<file path="config.mk">
export PLATFORM = sky130hd
export DESIGN_NAME = bsg_flow_clear_up_counter_set
export DESIGN_NICKNAME = d
export VERILOG_FILES = /design/src/rtl/bsg_flow_clear_up_counter_set.sv
export SDC_FILE = /design/constraint.sdc
export NUM_CORES = 1
export LEC_CHECK = 0
export CORE_AREA = 5 5 42 44
export CTS_CLUSTER_SIZE = 40
export DETAILED_ROUTE_END_ITERATION = 12
export DIE_AREA = 0 0 47 49
export GPL_ROUTABILITY_DRIVEN = 0
export SYNTH_ARGS = -nofsm -noshare
export SYNTH_HDL_FRONTEND = slang
export SYNTH_SLANG_ARGS = --single-unit
</file>
<file path="constraint.sdc">
create_clock -name clk_i -period 2.3 [get_ports clk_i]
set_input_delay 0.345 -clock clk_i [delete_from_list [all_inputs] [get_ports clk_i]]
set_output_delay 0.345 -clock clk_i [all_outputs]
set_load 0.1 [all_outputs]
</file>
<file path="src/rtl/bsg_flow_clear_up_counter_set.sv">
// Two independent counters on one clock: a clear/up counter with programmable
// wrap point, and a saturating occupancy/credit counter for flow control.
module bsg_flow_clear_up_counter_set #(
  parameter int unsigned max_val_p          = 4,
  parameter int unsigned init_val_p         = 0,
  parameter int unsigned els_p              = 4,
  parameter bit          ready_then_valid_p = 1'b0,
  parameter bit          count_free_p       = 1'b0,
  localparam int unsigned width_a = (max_val_p < 1) ? 1 : $clog2(max_val_p + 1),
  localparam int unsigned width_b = (els_p < 1) ? 1 : $clog2(els_p + 1)
) (
  input  logic               clk_i,
  input  logic               reset_i,
  input  logic               clear_i,
  input  logic               up_i,
  output logic [width_a-1:0] count_o,
  input  logic               v_i,
  input  logic               ready_param_i,
  input  logic               yumi_i,
  output logic [width_b-1:0] flow_count_o,
  output logic               full_o,
  output logic               empty_o
);

  logic [width_a-1:0] count_q, count_d;
  logic [width_b-1:0] occ_q, occ_d;
  logic               enq;
  logic               deq;

  // Clear/up counter: clear takes priority, a simultaneous up counts this event.
  always_comb begin
    count_d = count_q;
    if (clear_i) begin
      count_d = up_i ? width_a'(1) : '0;
    end else if (up_i) begin
      count_d = (count_q == width_a'(max_val_p)) ? '0 : count_q + width_a'(1);
    end
  end

  // Occupancy counter: simultaneous enq/deq cancel; saturates at both ends.
  always_comb begin
    enq   = ready_then_valid_p ? v_i : (v_i & ready_param_i);
    deq   = yumi_i;
    occ_d = occ_q;
    if (enq && !deq && (occ_q != width_b'(els_p))) begin
      occ_d = occ_q + width_b'(1);
    end else if (deq && !enq && (occ_q != '0)) begin
      occ_d = occ_q - width_b'(1);
    end
  end

  always_ff @(posedge clk_i) begin
    if (reset_i) begin
      count_q <= width_a'(init_val_p);
      occ_q   <= '0;
    end else begin
      count_q <= count_d;
      occ_q   <= occ_d;
    end
  end

  assign count_o      = count_q;
  assign flow_count_o = count_free_p ? (width_b'(els_p) - occ_q) : occ_q;
  assign full_o       = (occ_q == width_b'(els_p));
  assign empty_o      = (occ_q == '0);

endmodule

</file>
==> out/metrics.yaml <==
critPathLaunchType: "input port"
ctsHoldBuffers: 0
p_total_uw: 589.2
io_buffers: 14
syn_avg_cell_area_um2: 9.324
rsz0062_at_grt: "no"
max_freq_mhz: 487.6
synth_seq_area_share: 0.3067
routedWlPerCell_um: 11.27
cp-end-kind: "flip-flop"
drtIter0Drc: 2
path_class: "in2reg"
async_flop_share: 0
grt_usage: 0.09887
place_area_um2: 578.1
routed_wl_um: 890
clock_skew_ns: 0.004215
synthMostInstantiatedCell: "dfxtp_1"
pin_count: 15
status: "completed"
final_nets: 75
synthCells: 42
yosysTopAreaCellShare: 0.3067
die_x_um: 47
crit_chain: "clkdlybuf4s50_1, and3b_1, or2b_1, fa_1, a21oi_1, nand3b_1, a221oi_1"
antennaDiodeCount: 0
fin_crit_sh: 0.8916
grt.overflow.total: 0
die_area_um2: 2303
antenna_left: 0
cp_slowest_cell: "clkdlybuf4s50_1"
slew_violations: 0
drtPass1Iterations: 4
cp.arrival_ns: 2.19
grt_pass1_wl_um: 1704
whs_endpoint: "flow_count_o[1]$_SDFFE_PP0P_"
synth_fp_nets: 52
cap_viol_max_count: 0
netlist.top_cell.by_area: "dfxtp_1"
cts_tree: "done"
synthFlopType: "dfxtp_1"
ys_warn_count: 0
routed.top_layer: "met3"
num-fill-cells: 159
critPathRequiredTime_ns: 2.44
place_hpwl_um: 732.3
r2r_end: "flow_count_o[2]$_SDFFE_PP0P_"
rrSetupSlack_ns: 0.39
whs_path_depth: 2
cts-buffers-inserted: 3
first_global_vias: 441
netlist_top_cells_area: "dfxtp_1 (31%), a21oi_1 (6.4%), ha_1 (6.4%)"
wl_met3_um: 84
ir_drop_v: 0.0005229
yosysUniqueCellTypes: 24
viasPerCell: 4.962
final_cell_area_um2: 600.6
coreArea_um2: 1401
setup_viol: 0
route.met2.wl_um: 427
drive_above_1_share: 0.3492
clockBufferDepth: 2
r2r_cells: 7
ys_top_cells_by_count: "dfxtp_1 (6), a21oi_1 (5), nor3_1 (3)"
cts_resized: 0
antenna_found_initial: 0
root_buffer: "clkbuf_4"
pwr_density_cell_nw_per_um2: 981.1
worstSkewPairLatency_ns: 0.24
max_stage_delay_ns: 0.47
leakagePower_nw: 0.2645
synth-edff-count: 0
syn_area_um2: 391.6
grt_max_degree: 9
vias: 392
die_y_um: 49
ys_ff_latch: 6
cts.sinks: 6
remaining_drc_errors: 0
rows: 14
hold_slack_ns: 0.5283
relSlewSlack: 0.8152
wl_met1_um: 377
area.growth.synth_to_final_pct: 53.35
finalCriticalPeriod_ns: 2.051
cts_setup_buffers: 0
worstPathMaxFanout: 3
worst_pin_slew_ns: 0.2794
finalHoldViolCount: 0
h-tree-depth: 1
worstHoldStart: "flow_count_o[1]$_SDFFE_PP0P_"
r2r-start: "flow_count_o[0]$_SDFFE_PP0P_"
path_clk_slew_ns: 0.04
start_util: 0.2795
hp-class: "reg2reg"
==> logic make-up after synthesis <==
logic type      share of synthesized area
simple gates                       0.2365
compound gates                     0.2109
flops                              0.3067
buf+inv                           0.01918
mux                               0.08945
xor+xnor                          0.02237
fa+ha+maj                          0.1150
==> worst max path at each step <==
stage                                         endpoint                         start  cells past startpoint  slack, ns
after global routing      flow_count_o[2]$_SDFFE_PP0P_                        yumi_i                      7       0.08
after global placement    flow_count_o[2]$_SDFFE_PP0P_                 ready_param_i                      7       0.02
after CTS                 flow_count_o[2]$_SDFFE_PP0P_                 ready_param_i                      7       0.25
final                     flow_count_o[2]$_SDFFE_PP0P_                 ready_param_i                      7       0.25
after floorplan           flow_count_o[2]$_SDFFE_PP0P_  flow_count_o[0]$_SDFFE_PP0P_                      7       0.12
after detailed placement  flow_count_o[2]$_SDFFE_PP0P_                 ready_param_i                      7     -0.006
==> cell usage in the layout, fill, tap and decap left out, types with 2 or more instances in the layout <==
cell type        count
buf_4               12
clkdlybuf4s50_1      6
a21oi_1              5
clkbuf_4             3
dfxtp_1              3
nor2_1               2
inv_1                2
and3b_1              2
o21ai_0              2
nand2b_1             2
mux2i_1              2
nor3_1               2
ha_1                 2
dfxtp_4              2
==> report_power, final <==
group	internal [mW]	total [mW]	leakage [nW]	switching, mW
clock	0.0588	0.0927	0.0138	0.0339
combinational	0.0970	0.344	0.200	0.247
sequential	0.124	0.152	0.0509	0.0278
total	0.280	0.589	0.265	0.309
==> state kept, by name, indices dropped and copies added (netlist names) <==
register      cells
count_o           3
flow_count_o      3
==> critical path: cells and delay by family <==
kind / cells / cell delay, ns
buffers and inverters: 1 / 0.47
adders and majority gates: 1 / 0.41
AOI/OAI and AO/OA: 2 / 0.44
and+or+nand+nor: 3 / 0.53
==> stage by stage <==
step,instances,worst slack (ns),setup TNS (ns),util
finish,79,0.2493,0,0.4286
global placement,76,0.02064,0,0.4125
detailed placement,76,-0.005809,-0.005809,0.4125
floorplan,42,0.1152,0,-
CTS,79,0.2456,0,0.4286
global route,79,0.07657,0,0.4286
==> routing by layer <==
metal | vias up | track usage
li1 | 196 | -
met1 | 178 | 0.1220
met3 | 0 | 0.03321
met5 | - | 0
met4 | 0 | 0.04147
met2 | 18 | 0.1516
==> area by class of cell <==
type                            instances  area, µm²  area share
Multi-Input combinational cell         34      271.5      0.4521
Clock buffer                            3      22.52     0.03750
Inverter                                2      7.507     0.01250
Sequential cell                         6      128.9      0.2146
Timing Repair Buffer                   18      150.1      0.2500
Tap cell                               16      20.02     0.03333
Note: power is estimated with default switching activity, not from simulation.
